<file path="config.mk">
export PLATFORM = sky130hd
export DESIGN_NAME = rcv_ctrl
export DESIGN_NICKNAME = d
export VERILOG_FILES = /design/src/rtl/usb_rx_pkg.sv /design/src/rtl/rcv_ctrl.sv
export SDC_FILE = /design/constraint.sdc
export NUM_CORES = 1
export LEC_CHECK = 0
export BUFFER_PORTS_ARGS = -buffer_cell sky130_fd_sc_hd__buf_4
export CORE_ASPECT_RATIO = 1.5
export CORE_MARGIN = 2
export CORE_UTILIZATION = 58
export DETAILED_ROUTE_END_ITERATION = 10
export GPL_TIMING_DRIVEN = 0
export PLACE_DENSITY = 0.88
export SKIP_LAST_GASP = 1
export SLEW_MARGIN = 5
export SYNTH_ARGS = -nofsm -noshare
export SYNTH_HDL_FRONTEND = slang
export SYNTH_SLANG_ARGS = --single-unit
</file>
<file path="constraint.sdc">
create_clock -name clk -period 3.3 [get_ports clk]
set_input_delay 0.33 -clock clk [delete_from_list [all_inputs] [get_ports clk]]
set_output_delay 0.33 -clock clk [all_outputs]
set_load 0.05 [all_outputs]
</file>
<file path="src/rtl/usb_rx_pkg.sv">
// Shared definitions for the USB receive path: controller states, sync
// pattern and PID field width.
package usb_rx_pkg;

    localparam logic [7:0]  SYNC_BYTE = 8'h80;
    localparam int unsigned PID_W     = 4;

    typedef enum logic [3:0] {
        IDLE,
        SYNC_WAIT,
        CHK_SYNC,
        PID_WAIT,
        CHK_PID,
        RCV_BYTE,
        STORE,
        EOP_WAIT,
        ERR_WAIT,
        ERR_EOP,
        ERR_IDLE
    } rcv_state_t;

    // A PID byte carries its 4-bit value in the low nibble and the
    // one's complement of it in the high nibble.
    function automatic logic pid_ok(input logic [7:0] b);
        return b[3:0] == ~b[7:4];
    endfunction

endpackage

</file>
<file path="src/rtl/rcv_ctrl.sv">
// USB packet receive controller: follows sync, PID and data bytes coming
// out of the shift register, strobes data bytes into the RX FIFO, and
// parks in an error path until the bus goes idle after a bad packet.
module rcv_ctrl
    import usb_rx_pkg::*;
#(
    parameter int unsigned MAX_BYTES = 64
) (
    input  logic             clk,
    input  logic             rst,
    input  logic             d_edge,
    input  logic             eop,
    input  logic             shift_enable,
    input  logic             byte_received,
    input  logic [7:0]       rcv_data,
    output logic             rcving,
    output logic             w_enable,
    output logic             r_error,
    output logic [PID_W-1:0] pid,
    output logic [6:0]       byte_cnt
);

    localparam logic [6:0] MAX_CNT = 7'(MAX_BYTES);

    rcv_state_t r_state;
    rcv_state_t w_next;
    logic [7:0] r_data;
    logic       r_pending;
    logic       w_eop_bit;
    logic       w_rcving;
    logic       w_err;

    assign w_eop_bit = eop && shift_enable;

    // Next-state decode plus the output values that the next state implies.
    always_comb begin
        w_next = r_state;
        unique case (r_state)
            IDLE:      if (d_edge) w_next = SYNC_WAIT;
            SYNC_WAIT: begin
                if (byte_received)  w_next = CHK_SYNC;
                else if (w_eop_bit) w_next = ERR_EOP;
            end
            CHK_SYNC:  w_next = (r_data == SYNC_BYTE) ? PID_WAIT : ERR_WAIT;
            PID_WAIT: begin
                if (byte_received)  w_next = CHK_PID;
                else if (w_eop_bit) w_next = ERR_EOP;
            end
            CHK_PID:   w_next = pid_ok(r_data) ? RCV_BYTE : ERR_WAIT;
            RCV_BYTE: begin
                if (byte_received)  w_next = (byte_cnt == MAX_CNT) ? ERR_WAIT : STORE;
                else if (w_eop_bit) w_next = r_pending ? ERR_EOP : EOP_WAIT;
            end
            STORE:     w_next = RCV_BYTE;
            EOP_WAIT:  if (d_edge) w_next = IDLE;
            ERR_WAIT:  if (w_eop_bit) w_next = ERR_EOP;
            ERR_EOP:   if (d_edge) w_next = ERR_IDLE;
            ERR_IDLE:  if (d_edge) w_next = SYNC_WAIT;
            default:   w_next = IDLE;
        endcase
        w_rcving = !((w_next == IDLE) || (w_next == ERR_IDLE));
        w_err    = (w_next == ERR_WAIT) || (w_next == ERR_EOP) || (w_next == ERR_IDLE);
    end

    // State, byte capture, pending-bit flag and registered outputs.
    always_ff @(posedge clk or posedge rst) begin
        if (rst) begin
            r_state   <= IDLE;
            r_data    <= '0;
            r_pending <= 1'b0;
            rcving    <= 1'b0;
            w_enable  <= 1'b0;
            r_error   <= 1'b0;
            pid       <= '0;
            byte_cnt  <= '0;
        end else begin
            r_state  <= w_next;
            rcving   <= w_rcving;
            w_enable <= (w_next == STORE);
            r_error  <= w_err;
            if (byte_received) begin
                r_data <= rcv_data;
            end
            if (byte_received) begin
                r_pending <= 1'b0;
            end else if (shift_enable) begin
                r_pending <= 1'b1;
            end
            if ((w_next == SYNC_WAIT) && (r_state != SYNC_WAIT)) begin
                byte_cnt <= '0;
            end else if (w_next == STORE) begin
                byte_cnt <= byte_cnt + 7'd1;
            end
            if ((r_state == CHK_PID) && (w_next == RCV_BYTE)) begin
                pid <= r_data[PID_W-1:0];
            end
        end
    end

endmodule

</file>
# --- Word-level counts from Yosys, hierarchy flattened ---
# Cells that the tools add are included.
op_classes:
  bitwise: 1
  reduce_logical: 12
  n_mux: 17
  eq_ne: 20
  n_addsub: 1
op_table:
  columns: ["operator", "n"]
  rows:
  - ["$mux 4", 12]
  - ["$pmux 4 s10", 1]
  - ["$eq 4x3->1 const B", 6]
  - ["$eq 4x4->1 const B", 6]
  - ["$mux 7", 2]
  - ["$eq 4x1->1 const B", 2]
  - ["$eq 4x2->1 const B", 2]
  - ["$eq 8x8->1 const B", 1]
  - ["$logic_not 4->1", 2]
  - ["$add 7x1->7 const B", 1]
  - ["$eq 7x7->1 const B", 1]
  - ["$eq 4x4->1", 1]
  - ["$ne 4x1->1 const B", 1]
  - ["$not 4->4", 1]
  - ["$reduce_bool 2->1", 2]
  - ["$logic_and 1x1->1", 3]
  - ["$logic_or 1x1->1", 3]
  - ["$mux 1", 2]
  - ["$reduce_or 2->1", 1]
  - ["$logic_not 1->1", 1]
totals:
  ff_bits: 27
  out_inout_bits: 14

# --- Depth between registers and ports, before layout ---
logic_depth:
  depth_word: 7
  mapped_depth: 7
  mapped_depth_nobuf: 7

# --- Worst setup path after synthesis ---
# OpenSTA, ideal clock, no wires.
synth_timing:
  kind: "register to register"
  start: "register byte_cnt[0]"
  end: "register byte_cnt[5]"
  t_arrival_ps: 2188
  t_required_ps: 3222
  n_path_buf: 0
  synth_period_minus_slack_ps: 2265
  path_stages_with_launch: 8
  setup_slack_ps: 1035
  cell_sequence: "dfrtp_1 > inv_1 > ha_1 > and4bb_4 > a211oi_4 > nand4_1 > or3_1 > a21oi_1"
synth_between:
  elab_chain_cells: 7
  elab_cells_between_ends: 11
synth_rtl:
  columns: ["item", "line_no", "rtl"]
  rows:
  - ["start, declared", "rcv_ctrl.sv:20", "output logic [6:0] byte_cnt"]
  - ["start signal, assigned", "rcv_ctrl.sv:92", "byte_cnt <= byte_cnt + 7'd1;"]
  - ["$eq 7x7->1", "rcv_ctrl.sv:51", "if (byte_received) w_next = (byte_cnt == MAX_CNT) ? ERR_WAIT : STORE;"]
  - ["$mux 4 (2 in a row)", "rcv_ctrl.sv:51", null]
  - ["$pmux 4 s10", "rcv_ctrl.sv:38", "unique case (r_state)"]
  - ["$eq 4x1->1", "rcv_ctrl.sv:89", "if ((w_next == SYNC_WAIT) && (r_state != SYNC_WAIT)) begin"]
  - ["$logic_and 1x1->1", "rcv_ctrl.sv:89", null]
  - ["$mux 7 or $reduce_bool 2->1 (tied branches)", null, null]
# Several ways; a longest one is shown, not always the timed one. The select of a mux whose other input is x is not followed.
# A chain may end at the register's enable or synchronous reset.

# --- Worst setup path after layout ---
# Ends and elaborated chain as after synthesis.

==> run metrics <==
final wirelength=3051 µm; VDD IR-drop max=0.3861 mV; initial antenna violation count=0; remaining antenna violation count=0; Worst-Skew Late Latency=0.31 ns; HPWL Detailed=2368 µm; yosys warns=0; H-tree lvl count=1; Top-Level Pins=28; Pins Over Slew Limit=0; required time of the worst setup path=3.55 ns; slew at the pin closest to its max-slew limit=0.9945 ns; critical path type=flop to flop; # setup viols final=0; most common cell after layout, fill and taps aside=buf_4; Die Footprint=2946 µm²; crit-path cells=inv_1 -> ha_1 -> and4bb_4 -> a211oi_4 -> nand4_1 -> or3_1 -> a21oi_1; synth top area cells=dfrtp_1 (46%), mux2_2 (9.2%), nor2_1 (4.6%); commonest cells after routing, fill and taps aside=buf_4 (29), dfrtp_1 (27), nor2_1 (18); Yosys reg bits=27; Clock Skew=0.004695 ns; maxcap violations=0; Hold Fails Final Rpt=0; Seq/Total Area, Yosys=0.4623; Tcrit/Tclk final=0.6761; TritonCTS clock tree=done; first-pass GRT wire length=5230 µm; Post-CTS Setup Inserts=0; Post-Synthesis Cells=145; DRT iter0 DRCs=39; pin count of the biggest net entering global routing=28; Avg Synthesized Cell Area=10.08 µm²; Slew headroom=0.3363; total grt overflow=0; Worst Path Arrival=2.48 ns; clock tree buffer depth=2; post-CTS sizing=0; syn nets=161; pwr/cell area=563.4 nW/µm²; post-synthesis cell type count=38; worst hold path type=primary input to asynchronous set/reset pin; largest stage delay on the critical path=0.47 ns; Design Power=0.0009657 W; synth-to-layout area growth=17.29%; RSZ-0062 raised after global routing=no; DRT Pass-1 Iters=6; fmax=0.4482 GHz; clk sink count=27; share of the synthesized area in the top cell type=0.4623; Synth Flop Type=dfrtp_1; IO buf count=26; Pleak=0.7963 nW; CP Launch Type=flop; routed vias=1204; minimum clock period=2.231 ns; Syn Std Cell Area=1461 µm²; Final TNS setup=0 ns; Fill cells=185; vias per inst=6.050; DRC errors left=0; vias in the first global route=1223; clock-pin slew on the worst setup and hold paths=0.14 ns; Reg2Reg Depth=7; nets=192; Post-synth EDFFs=0; Total GRT Usage=0.2356; critical path's slowest cell=dfrtp_1; Die Y=65.48 µm; Initial Utilization=0.6033; async set or reset register ratio after synthesis=1.000; status=finished clean; routability cong.=0.9822; layout cells sized above 1=0.2857; core area=2422 µm²; # diodes=0; Setup crit end kind=flop; WL/cell=15.33 µm; # hold bufs at CTS=0; area leader, netlist=dfrtp_1; CTS buffer count=3; Crit Path Max Fanout=9; clk root buf=clkbuf_4; Horiz. Die Dim=44.99 µm; Site Rows=22
## worst paths after layout
path,from,end,slack [ns]
worst min register to register,r_pending,r_pending,0.51
worst max register to register,byte_cnt[0],byte_cnt[5],1.07
worst min-delay path,rst,r_data[3],0.24
worst max-delay path,byte_cnt[0],byte_cnt[5],1.07
max in group asynchronous,rst,r_data[0],2.46
min in group clk,rcv_data[4],r_data[4],0.24
## per-stage QoR
step | cell area (µm²) | setup WS [ns] | util | hold WS, ns | cells
CTS | 1714 | 1.094 | 0.7076 | 0.2345 | 199
finish | 1714 | 1.069 | 0.7076 | 0.2407 | 199
detailed placement | 1687 | 1.127 | 0.6963 | 0.4834 | 195
global placement | 1687 | 1.239 | 0.6963 | 0.4703 | 195
global route | 1714 | 0.9650 | 0.7076 | 0.2230 | 199
floorplan | 1461 | 1.035 | - | 0.3827 | 145
## metal layers
metal  wire length, µm  vias to the layer above  track usage
met5                 0                        -            0
met1              1170                      587       0.2745
li1                  -                      566            -
met2              1718                       45       0.4304
met3               129                        6      0.02747
met4                32                        0      0.07353
## final cells by class
| class | instances | area (µm²) | share of cell area |
|---|---|---|---|
| Timing Repair Buffer | 26 | 195.2 | 0.1139 |
| Buffer | 6 | 33.78 | 0.01971 |
| Clock inverter | 1 | 5.005 | 0.002920 |
| Multi-Input combinational cell | 103 | 718.2 | 0.4190 |
| Tap cell | 24 | 30.03 | 0.01752 |
| Clock buffer | 3 | 22.52 | 0.01314 |
| Inverter | 9 | 33.78 | 0.01971 |
| Sequential cell | 27 | 675.6 | 0.3942 |
## state kept, by name (all words and copies together), names as in the netlist
register   cells
r_state        4
pid            4
byte_cnt       7
w_enable       1
r_error        1
rcving         1
r_pending      1
r_data         8
## kinds of logic after synthesis
group                    share of synthesized area
AO/OA/AOI/OAI                               0.1045
buffers and inverters                      0.04623
AND/OR/NAND/NOR                             0.2295
adder cells (fa/ha/maj)                    0.01712
multiplexers                               0.09247
XOR/XNOR                                   0.04795
flip-flops                                  0.4623
## where the power goes
| group | internal (W) | total [W] | switching, W |
|---|---|---|---|
| combinational | 0.000162 | 0.000417 | 0.000256 |
| sequential | 0.000379 | 0.000412 | 0.0000328 |
| clock | 0.0000452 | 0.000136 | 0.0000910 |
## synth_stat cells, drive strengths merged (2+ instances only)
library cell	number
nand3	3
xnor2	5
ha	2
nor3	2
and3	2
clkbuf	2
nor4	3
nand2b	2
inv	9
or3	2
a22o	2
nand4	3
dfrtp	27
buf	4
xor2	3
a41oi	2
o21ai	6
nor2b	2
mux2	12
nand2	15
a21oi	5
nor2	18
## critical path, delay by kind of cell, from the launching register on
family          cells  cell delay (ns)
compound gates      2             0.59
simple gates        3             0.84
fa+ha+maj           1             0.20
flops               1             0.47
buf+inv             1             0.07
(Power assumes the default switching activity.)
